==> config.mk <==
export PLATFORM = sky130hd
export DESIGN_NAME = lm70_frame_capture_flat
export DESIGN_NICKNAME = d
export VERILOG_FILES = /design/src/rtl/lm70_frame_capture_if.sv /design/src/rtl/lm70_frame_capture.sv /design/src/flat_wrapper.sv
export SDC_FILE = /design/constraint.sdc
export NUM_CORES = 1
export LEC_CHECK = 0
export BUFFER_PORTS_ARGS = -buffer_cell sky130_fd_sc_hd__buf_2
export CAP_MARGIN = 20
export CORE_AREA = 3 3 90 58
export DETAILED_ROUTE_END_ITERATION = 10
export DIE_AREA = 0 0 93 61
export PLACE_DENSITY = 0.76
export SLEW_MARGIN = 20
export SYNTH_ARGS = -nofsm -noshare
export SYNTH_HDL_FRONTEND = slang
export SYNTH_SLANG_ARGS = --single-unit
==> constraint.sdc <==
create_clock -name clk -period 2.4 [get_ports clk]
set_clock_uncertainty 0.05 [all_clocks]
set_input_delay 0.6 -clock clk [delete_from_list [all_inputs] [get_ports clk]]
set_output_delay 0.6 -clock clk [all_outputs]
set_load 0.02 [all_outputs]
==> src/rtl/lm70_frame_capture_if.sv <==
// LM70 capture bus: SPI pins in, captured frame and display byte out.
// Optional t_min/t_max appear only when LM70_MINMAX_EN is defined.
interface lm70_frame_capture_if;
   logic              cs_n;
   logic              sck;
   logic              sio;
   logic              sel_lsb;
   logic [15:0]       raw;
   logic signed [8:0] temp_c;
   logic [7:0]        disp_byte;
   logic              frame_valid;
   logic              frame_err;
`ifdef LM70_MINMAX_EN
   logic signed [8:0] t_min;
   logic signed [8:0] t_max;
`endif

   modport master (
      output cs_n, sck, sio, sel_lsb,
      input  raw, temp_c, disp_byte, frame_valid, frame_err
`ifdef LM70_MINMAX_EN
      , input t_min, t_max
`endif
   );

   modport slave (
      input  cs_n, sck, sio, sel_lsb,
      output raw, temp_c, disp_byte, frame_valid, frame_err
`ifdef LM70_MINMAX_EN
      , output t_min, t_max
`endif
   );
endinterface

==> src/rtl/lm70_frame_capture.sv <==
// LM70 SPI frame capture: shifts a 16-bit frame, reports whole-degree C.
// Define LM70_MINMAX_EN to add running t_min/t_max registers.
module lm70_frame_capture #(
   parameter int FRAME_BITS   = 16,
   parameter int IDLE_TIMEOUT = 64
) (
   input logic                 clk,
   input logic                 rst_n,
   lm70_frame_capture_if.slave bus
);
   localparam int BW = $clog2(FRAME_BITS + 2);
   localparam int TW = $clog2(IDLE_TIMEOUT + 1);

   typedef enum logic [2:0] {
      S_IDLE, S_SHIFT, S_DONE, S_ERR, S_WAIT
   } state_t;

   state_t         r_state;
   state_t         w_next;
   logic           r_cs_q;
   logic           r_sck_q;
   logic [15:0]    r_shreg;
   logic [BW-1:0]  r_bitcnt;
   logic [TW-1:0]  r_tocnt;
   logic [15:0]    r_raw;
   logic           r_valid;
   logic           r_err;

   logic w_sck_rise, w_cs_fall, w_cs_rise;
   logic w_tmo, w_good;
   logic w_clr, w_shift, w_tick, w_load, w_fail;

   assign w_sck_rise = !r_sck_q && bus.sck;
   assign w_cs_fall  = r_cs_q && !bus.cs_n;
   assign w_cs_rise  = !r_cs_q && bus.cs_n;
   assign w_tmo      = r_tocnt == TW'(IDLE_TIMEOUT);
   assign w_good     = r_bitcnt == BW'(FRAME_BITS);

   always_ff @(posedge clk or negedge rst_n) begin
      if (!rst_n) r_state <= S_IDLE;
      else        r_state <= w_next;
   end

   always_comb begin
      w_next = r_state;
      unique case (r_state)
         S_IDLE:  if (w_cs_fall) w_next = S_SHIFT;
         S_SHIFT: begin
            if (w_cs_rise)  w_next = S_DONE;
            else if (w_tmo) w_next = S_ERR;
         end
         S_DONE:  w_next = S_IDLE;
         S_ERR:   w_next = S_WAIT;
         S_WAIT:  if (bus.cs_n) w_next = S_IDLE;
         default: w_next = S_IDLE;
      endcase
   end

   always_comb begin
      w_clr   = 1'b0;
      w_shift = 1'b0;
      w_tick  = 1'b0;
      w_load  = 1'b0;
      w_fail  = 1'b0;
      unique case (r_state)
         S_IDLE:  w_clr = w_cs_fall;
         S_SHIFT: begin
            // a CS rise wins over an SCK rise in the same cycle
            if (!w_cs_rise && !w_tmo) begin
               w_shift = w_sck_rise;
               w_tick  = !w_sck_rise;
            end
         end
         S_DONE: begin
            w_load = w_good;
            w_fail = !w_good;
         end
         S_ERR:   w_fail = 1'b1;
         default: ;
      endcase
   end

   always_ff @(posedge clk or negedge rst_n) begin
      if (!rst_n) begin
         r_cs_q   <= 1'b0;
         r_sck_q  <= 1'b0;
         r_shreg  <= '0;
         r_bitcnt <= '0;
         r_tocnt  <= '0;
         r_raw    <= '0;
         r_valid  <= 1'b0;
         r_err    <= 1'b0;
      end else begin
         r_cs_q  <= bus.cs_n;
         r_sck_q <= bus.sck;
         r_valid <= w_load;
         r_err   <= w_fail;
         if (w_clr) begin
            r_shreg  <= '0;
            r_bitcnt <= '0;
            r_tocnt  <= '0;
         end
         if (w_shift) begin
            r_shreg <= {r_shreg[14:0], bus.sio};
            r_tocnt <= '0;
            if (r_bitcnt != BW'(FRAME_BITS + 1))
               r_bitcnt <= r_bitcnt + 1'b1;
         end
         if (w_tick) r_tocnt <= r_tocnt + 1'b1;
         if (w_load) r_raw <= r_shreg;
      end
   end

   assign bus.raw         = r_raw;
   assign bus.temp_c      = r_raw[15:7];
   assign bus.disp_byte   = bus.sel_lsb ? r_raw[7:0] : r_raw[15:8];
   assign bus.frame_valid = r_valid;
   assign bus.frame_err   = r_err;

`ifdef LM70_MINMAX_EN
   logic signed [8:0] r_t_min;
   logic signed [8:0] r_t_max;
   logic signed [8:0] w_t_new;

   assign w_t_new = r_shreg[15:7];

   always_ff @(posedge clk or negedge rst_n) begin
      if (!rst_n) begin
         r_t_min <= 9'sh0FF;
         r_t_max <= 9'sh100;
      end else if (w_load) begin
         if (w_t_new < r_t_min) r_t_min <= w_t_new;
         if (w_t_new > r_t_max) r_t_max <= w_t_new;
      end
   end

   assign bus.t_min = r_t_min;
   assign bus.t_max = r_t_max;
`endif
endmodule

==> src/flat_wrapper.sv <==
// flat-port wrapper written by rule: the top's interface ports become plain ports
module lm70_frame_capture_flat 
#(
   parameter int FRAME_BITS   = 16,
   parameter int IDLE_TIMEOUT = 64
)
  (clk, rst_n, bus_cs_n, bus_sck, bus_sio, bus_sel_lsb, bus_raw, bus_temp_c, bus_disp_byte, bus_frame_valid, bus_frame_err);
  lm70_frame_capture_if bus_i ();
  input logic clk;
  input logic rst_n;
  input wire logic [$bits(bus_i.cs_n)-1:0] bus_cs_n;
  input wire logic [$bits(bus_i.sck)-1:0] bus_sck;
  input wire logic [$bits(bus_i.sio)-1:0] bus_sio;
  input wire logic [$bits(bus_i.sel_lsb)-1:0] bus_sel_lsb;
  output wire logic [$bits(bus_i.raw)-1:0] bus_raw;
  output wire logic [$bits(bus_i.temp_c)-1:0] bus_temp_c;
  output wire logic [$bits(bus_i.disp_byte)-1:0] bus_disp_byte;
  output wire logic [$bits(bus_i.frame_valid)-1:0] bus_frame_valid;
  output wire logic [$bits(bus_i.frame_err)-1:0] bus_frame_err;
  assign bus_i.cs_n = bus_cs_n;
  assign bus_i.sck = bus_sck;
  assign bus_i.sio = bus_sio;
  assign bus_i.sel_lsb = bus_sel_lsb;
  assign bus_raw = bus_i.raw;
  assign bus_temp_c = bus_i.temp_c;
  assign bus_disp_byte = bus_i.disp_byte;
  assign bus_frame_valid = bus_i.frame_valid;
  assign bus_frame_err = bus_i.frame_err;
  lm70_frame_capture #(.FRAME_BITS(FRAME_BITS), .IDLE_TIMEOUT(IDLE_TIMEOUT)) u_core (.clk(clk), .rst_n(rst_n), .bus(bus_i));
endmodule
# [Word-level counts from Yosys, hierarchy flattened]
# Index checks and enable logic that the tools add are counted.
[totals] regBits=51 inputBits=6 output_inout_bits=35
[classes] n_addsub=2 n_eq_ne=10 mux=21 n_reduce_logical=15
[op_table] op="two-way mux 16 bit" n=2
[op_table] op="two-way mux 7 bit" n=3
[op_table] op="two-way mux 5 bit" n=3
[op_table] op="two-way mux 3 bit" n=4
[op_table] op="one-hot mux 3 bit (4 select lines)" n=1
[op_table] op="two-way mux 8 bit" n=1
[op_table] op="adder 7 x 1 -> 7 bit (second input constant)" n=1
[op_table] op="== test 7 bit (second input constant)" n=1
[op_table] op="logical NOT 1 bit" n=7
[op_table] op="== test 3 x 2 -> 1 bit (second input constant)" n=2
[op_table] op="two-way mux 1 bit" n=6
[op_table] op="adder 5 x 1 -> 5 bit (second input constant)" n=1
[op_table] op="== test 5 bit (second input constant)" n=1
[op_table] op="!= test 5 bit (second input constant)" n=1
[op_table] op="logical AND 1 bit" n=4
[op_table] op="== test 3 x 1 -> 1 bit (second input constant)" n=1
[op_table] op="== test 3 bit (second input constant)" n=1
[op_table] op="logical NOT 3 bit" n=1
[op_table] op="!= test 3 x 1 -> 1 bit (second input constant)" n=1
[op_table] op="AND reduction 3 bit" n=1
[op_table] op="nonzero test 3 bit" n=1
[op_table] op="!= test 2 x 1 -> 1 bit (second input constant)" n=1
[op_table] op="!= test 2 bit (second input constant)" n=1
[op_table] op="one-hot mux 1 bit (2 select lines)" n=1
[op_table] op="nonzero test 2 bit" n=1

# [Logic depth before layout (Yosys ltp)]
# Gate-level depths: netlist of the first run.
[depth] depth_word=8 mapped_depth=7

# [Worst setup path before layout of the first run]
# OpenSTA, ideal clock, no wires.
[synth_path] kind="input -> output" startpoint="input port bus_sel_lsb" endpoint="output port bus_disp_byte[0]" arrival_time_ps=1291 setup_slack_ps=459 stages=2 cell_sequence="clkbuf_1 mux2_2"
[synth_between] elab_chain_cells=1
[synth_lines] item="start, declared" line_no="flat_wrapper.sv:14" text="input wire logic [$bits(bus_i.sel_lsb)-1:0] bus_sel_lsb;"
[synth_lines] item="two-way mux 8 bit" line_no="lm70_frame_capture.sv:116" text="assign bus.disp_byte = bus.sel_lsb ? r_raw[7:0] : r_raw[15:8];"
[synth_lines] item="end, declared" line_no="flat_wrapper.sv:17" text="output wire logic [$bits(bus_i.disp_byte)-1:0] bus_disp_byte;"
# No other way between the ends.

# [Worst setup path in the final report of the first run]
[layout_path] startpoint="register u_core.r_state[0]" endpoint="register u_core.r_shreg[10]"
[layout_between] elab_chain_cells=3 elab_cells_between_ends=6
[layout_lines] item="start, declared" line_no="lm70_frame_capture.sv:18" text="state_t r_state;"
[layout_lines] item="start signal, assigned" line_no="lm70_frame_capture.sv:41" text="else r_state <= w_next;"
[layout_lines] item="== test 3 x 1 -> 1 bit or logical NOT 3 bit (tied branches)" line_no="lm70_frame_capture.sv:65" text="unique case (r_state)"
[layout_lines] item="two-way mux 1 bit" line_no="lm70_frame_capture.sv:65"
[layout_lines] item="two-way mux 16 bit or nonzero test 2 bit (tied branches)"
[layout_lines] item="end signal, assigned" line_no="lm70_frame_capture.sv:104" text="r_shreg <= {r_shreg[14:0], bus.sio};"
[layout_lines] item="end, declared" line_no="lm70_frame_capture.sv:22" text="logic [15:0] r_shreg;"
# Several ways; a longest one is shown, not always the timed one.
# A chain may end at the register's enable or synchronous reset.

==> results of run 1 <==
## sequential cells by signal (all words and copies together), names as in the netlist
name / flops
u_core.r_tocnt: 7
u_core.r_state: 3
u_core.r_bitcnt: 5
u_core.bus.frame_valid: 1
u_core.bus.frame_err: 1
u_core.r_shreg: 16
u_core.bus.raw: 16
u_core.r_sck_q: 1
u_core.r_cs_q: 1
## final timing paths
| kind | cells after the start | slack (ns) | startpoint | end |
|---|---|---|---|---|
| hold / removal | 1 | 0.23 | rst_n | u_core.r_tocnt[3] |
| setup / recovery | 5 | 0.25 | u_core.r_state[0] | u_core.r_shreg[10] |
| min in group clk | 1 | 0.37 | bus_sck | u_core.r_sck_q |
| setup reg to reg | 5 | 0.25 | u_core.r_state[0] | u_core.r_shreg[10] |
| hold reg to reg | 1 | 0.46 | u_core.r_shreg[15] | u_core.bus.raw[15] |
| max in group asynchronous | 2 | 1.46 | rst_n | u_core.r_shreg[10] |
## worst max-delay path: cells and delay by family (launching register included)
kind | cells | cell delay (ns)
AO/OA/AOI/OAI | 2 | 0.65
AND/OR/NAND/NOR | 2 | 0.54
flip-flops | 1 | 0.49
buffers and inverters | 1 | 0.33
## stage by stage
stage	cells	setup slack, ns	utilization	power (uW)
final	325	0.246	0.617	1880
after global routing	325	0.148	0.617	1990
after CTS	325	0.280	0.617	1890
after detailed placement	317	0.318	0.594	1350
after global placement	317	0.343	0.594	1340
after floorplan	224	0.459	-	1230
## cell usage in the layout (no fill, tap or decap), drive strengths merged, types with 2 or more instances in the layout
master,netlist,routed
dfrtp,51,51
buf,12,49
nand3,25,25
mux2,24,24
nand2,24,24
o21ai,18,18
inv,7,7
clkbuf,7,7
nor2,6,6
a31oi,5,5
ha,5,5
nor2b,4,4
o211ai,4,4
nand2b,3,3
or4,3,3
a211o,2,2
nand4,2,2
nor4,2,2
mux2i,2,2
and3,2,2
xnor2,2,2
or3,2,2
a211oi,2,2
## logic make-up after synthesis
| kind of cell | count (synthesis) |
|---|---|
| simple gates | 79 |
| compound gates | 35 |
| flops | 51 |
| fa+ha+maj | 5 |
| xor+xnor | 2 |
| buf+inv | 26 |
| mux | 26 |
## synth_stat cells (4+ instances only)
master,number
dfrtp_1,51
nand3_1,25
mux2_2,24
nand2_1,24
o21ai_0,18
buf_4,9
clkbuf_1,7
inv_1,7
a31oi_1,5
ha_1,5
nor2_1,5
nor2b_1,4
o211ai_1,4
## power groups by stage
stage	combinational (uW)	sequential, uW	clock, uW
after floorplan	212	1010	0
after global placement	316	1020	0
after detailed placement	326	1030	0
after CTS	327	1010	559
after global routing	375	1030	592
final	325	1010	546
## area by class of cell
type / count / area share
Multi-Input combinational cell: 147 / 0.364
Sequential cell: 51 / 0.463
Inverter: 7 / 0.00953
Timing Repair Buffer: 49 / 0.0971
Tap cell: 63 / 0.0286
Clock buffer: 7 / 0.0349
Clock inverter: 1 / 0.00272
## layer usage
metal,track usage,up-vias,share of wire
met5,0,-,0
met4,0.0626,0,0.012
met3,0.0421,8,0.067
met2,0.295,56,0.42
met1,0.311,865,0.50
li1,-,865,-
==> impl_metrics.tcl, run 1 <==
set metrics [dict create \
    ys_seq_elements 51 \
    leakage_uw 0.00141 \
    synth_area_leaders "dfrtp_1, mux2_2, nand3_1" \
    drt-initial-drc-count 107 \
    antenna_found_initial 0 \
    powerDensity_nw_per_um2 682 \
    maxCapViolCount 0 \
    status "finished clean" \
    dpl_cell_area_um2 2650 \
    area_delta_synth_final_pct 14.1 \
    multi_input_area_um2 1000 \
    crit_type "flip-flop to flip-flop" \
    slowest_delay_ns 0.56 \
    post-synth-top-area-cell "dfrtp_1" \
    start_util 0.541 \
    layout_min_cycle_time_ns 2.15 \
    endpoint_kind "flip-flop" \
    die_h_um 61 \
    yosysWarningCount 0 \
    comb_power_share 0.173 \
    crit_chain "or3b_1 > a211oi_2 > buf_4 > nand3_1 > o21ai_0" \
    synthXorXnorAreaFrac 0.00725 \
    synth_edf_count 0 \
    final_antenna_net_count 0 \
    cts_setup_buffers 0 \
    cp.required_ns 2.57 \
    gp_congestion 0.895 \
    hold-worst-slack_ns 0.228 \
    n_antenna_cell 0 \
    synth-simple-area-share 0.172 \
    grt_pass1_vias 1718 \
    ys_types 36 \
    crit_fanout 16 \
    synthArstFlopShare 1.00 \
    clk_pin_slew_worst_paths_ns 0.09 \
    startpoint_type "flip-flop" \
    track_usage 0.204 \
    finalHoldViolCount 0 \
    numCtsBuffers 5 \
    post_cts_resized 0 \
    dpl.hpwl_um 3710 \
    slew_violations 0 \
    grt_max_degree 26 \
    place.port_buffers 40 \
    p_sw_frac 0.298 \
    synth_top_family_by_area "simple AND/OR/NAND/NOR gates" \
    wl_um 5110 \
    netlist_area_um2 2420 \
    finalSetupViolCount 0 \
    cp_slowest_cell "a211oi_2" \
    fin_setup_tns_ns 0 \
    grt_setup_unrepaired "no" \
    final_nets 272 \
    final_cell_area_um2 2760 \
    hp-class "primary input to async pin" \
    synth.net_count 235 \
    synthAdderAreaFrac 0.0259 \
    tightest_slew_ns 0.596 \
    max_freq_mhz 464 \
    synth_top_area_share 0.528 \
    synthCells 224 \
    overflow 0 \
    power.internal_uw 1320 \
    coreArea_um2 4470 \
    vias 1794 \
    drive_gt1_frac 0.321 \
    grt_pass1_wl_um 8780 \
    peakVddDrop_mv 0.268 \
    clkPwrFrac 0.290 \
    fillers 405 \
    post_drt_via_cell_ratio 5.52 \
    dr.pass1.iters 4 \
    synth_area_per_cell_um2 10.8 \
    ys_seq_area_frac 0.528 \
    sequentialPowerShare 0.537 \
    rows 19 \
    max_slew_margin 0.602 \
    crit_arrival_ns 2.32 \
    design.die.area_um2 5670 \
    ctsHoldBuffers 0 \
    synth-compound-area-share 0.0906 \
    clkLatencyLatePin_ns 0.31 \
    min_period_over_period 0.898 \
    avgRoutedWirePerCell_um 15.7 \
    pin_count 41 \
    switchingPower_uw 562 \
    route.detailed.drc 0 \
    seq_area_um2 1280 \
    cts_tree "built" \
    clkSinkCount 51 \
    synth.area.mux_share 0.120 \
    die_x_um 93 \
    cts_root_buffer "clkbuf_8" \
    ys.flop_type "dfrtp_1" \
    htreeDepth 2 \
    cts_buffer_depth 2 \
]
Power figures use the tool's default switching activity.
==> run 2: changes to the inputs <==
MAX_ROUTING_LAYER = met4   (was not set)
==> run 2 against run 1 <==
  * Largest power group unchanged
  * Clock power barely moved
  * Highest routed layer unchanged
  * Core utilization did not move
  * Final cell count did not move
  * Sequential share of layout area did not move
  * Worst setup slack improved by 0.017 ns
==> impl_metrics.tcl, run 2 (synthesis gave the netlist of run 1 again) <==
set metrics [dict create \
    max_freq_mhz 468 \
    critical_path_depth 5 \
    layout_min_cycle_time_ns 2.14 \
    top_usage_layer "met1" \
    ff2ff_path_depth 5 \
    crit_fanout 16 \
    final_antenna_net_count 0 \
    vias 1799 \
    cts_tree "built" \
    drt-initial-drc-count 122 \
    grt_setup_unrepaired "no" \
    avgRoutedWirePerCell_um 15.6 \
    die_x_um 93 \
    max_slew_margin 0.604 \
    place_inst 317 \
    drive_gt1_frac 0.321 \
    ctsHoldBuffers 0 \
    status "finished clean" \
    min_period_over_period 0.890 \
    numCtsBuffers 5 \
    rows 19 \
    met1_usage 0.313 \
    coreArea_um2 4470 \
    route.detailed.drc 0 \
    fin_setup_tns_ns 0 \
    met2_usage 0.293 \
    cts_buffer_depth 2 \
    crit_chain "or3b_1 > a211oi_2 > buf_4 > nand3_1 > o21ai_0" \
    hp-class "primary input to async pin" \
    wl_um 5070 \
    design.die.area_um2 5670 \
    die_h_um 61 \
    n_antenna_cell 0 \
    clk_pin_slew_worst_paths_ns 0.09 \
    r2r-start "u_core.r_state[0]" \
    layout_common_cells "dfrtp_1, buf_2, nand3_1, mux2_2, nand2_1" \
    peakVddDrop_mv 0.267 \
    place.port_buffers 40 \
    slowest_delay_ns 0.56 \
    cpLargestDelayFamily "compound AO/OA/AOI/OAI gates" \
    tightest_slew_ns 0.593 \
    start_util 0.541 \
    cp_slowest_cell "a211oi_2" \
    reg2reg_slack_ns 0.26 \
    crit_type "flip-flop to flip-flop" \
    final_nets 272 \
    finalSetupViolCount 0 \
    final_cells 325 \
    pin_count 41 \
    overflow 0 \
    r2r_end "u_core.r_shreg[10]" \
    maxCapViolCount 0 \
    post_cts_resized 0 \
    finalHoldViolCount 0 \
    final_common_cell "dfrtp_1" \
    endpoint "u_core.r_shreg[10]" \
    antenna_found_initial 0 \
    startpoint_type "flip-flop" \
    dr.pass1.iters 4 \
    htreeDepth 2 \
    pre_cts_ws_ns 0.318 \
    fillers 405 \
    clkLatencyLatePin_ns 0.31 \
    cp_num_buf_inv 1 \
    slew_violations 0 \
    powerDensity_nw_per_um2 680 \
    cp.required_ns 2.57 \
    clkSinkCount 51 \
    grt_max_degree 26 \
    track_usage 0.212 \
    area_delta_synth_final_pct 14.1 \
    post_drt_via_cell_ratio 5.54 \
    cts_setup_buffers 0 \
    cts_root_buffer "clkbuf_8" \
    dpl.hpwl_um 3710 \
    startpoint "u_core.r_state[0]" \
    grt_pass1_wl_um 8800 \
    crit_arrival_ns 2.30 \
    gp_congestion 0.910 \
    grt_pass1_vias 1717 \
    worst_slack_ns 0.263 \
    endpoint_kind "flip-flop" \
    leakage_uw 0.00141 \
    met3_usage 0.0421 \
]
[run 2: cell counts in the layout (fill, tap and decap cells not counted)]
Identical to the previous run, type by type.
[run 2: worst reg2reg max path, stage by stage (launching register included)]
cell and delay [ns]:
dfrtp_1 0.49, or3b_1 0.45, a211oi_2 0.56, buf_4 0.33
nand3_1 0.09, o21ai_0 0.09
[run 2: how the worst min path moves through the flow]
stage	cells after the start	endpoint
final	1	u_core.r_tocnt[3]
after global routing	1	u_core.r_tocnt[3]
after CTS	1	u_core.r_state[0]
after detailed placement	1	u_core.bus.raw[15]
after global placement	1	u_core.bus.raw[15]
after floorplan	0	u_core.bus.frame_err
[run 2: final cells by class]
type | count | area [um^2] | area share
Clock buffer | 7 | 96.3 | 0.0349
Clock inverter | 1 | 7.51 | 0.00272
Inverter | 7 | 26.3 | 0.00953
Multi-Input combinational cell | 147 | 1000 | 0.364
Sequential cell | 51 | 1280 | 0.463
Tap cell | 63 | 78.8 | 0.0286
Timing Repair Buffer | 49 | 268 | 0.0971
[run 2: layer usage]
metal	up-vias	share of wire
met5	-	0
met4	0	0.012
met3	7	0.070
met2	59	0.42
met1	869	0.49
li1	864	-
[run 2: power by group]
part           total, uW  internal [uW]  switching [uW]
Combinational        325            128             197
Clock                543            262             280
Sequential          1010            930            78.9
Total               1880           1320             556
[run 2: through the flow]
| stage | hold WS [ns] | power (uW) | utilization | instance area (um^2) |
|---|---|---|---|---|
| floorplan | 0.254 | 1230 | - | 2420 |
| global placement | 0.446 | 1340 | 0.594 | 2650 |
| detailed placement | 0.443 | 1350 | 0.594 | 2650 |
| CTS | 0.249 | 1890 | 0.617 | 2760 |
| global route | 0.272 | 1990 | 0.617 | 2760 |
| finish | 0.231 | 1880 | 0.617 | 2760 |
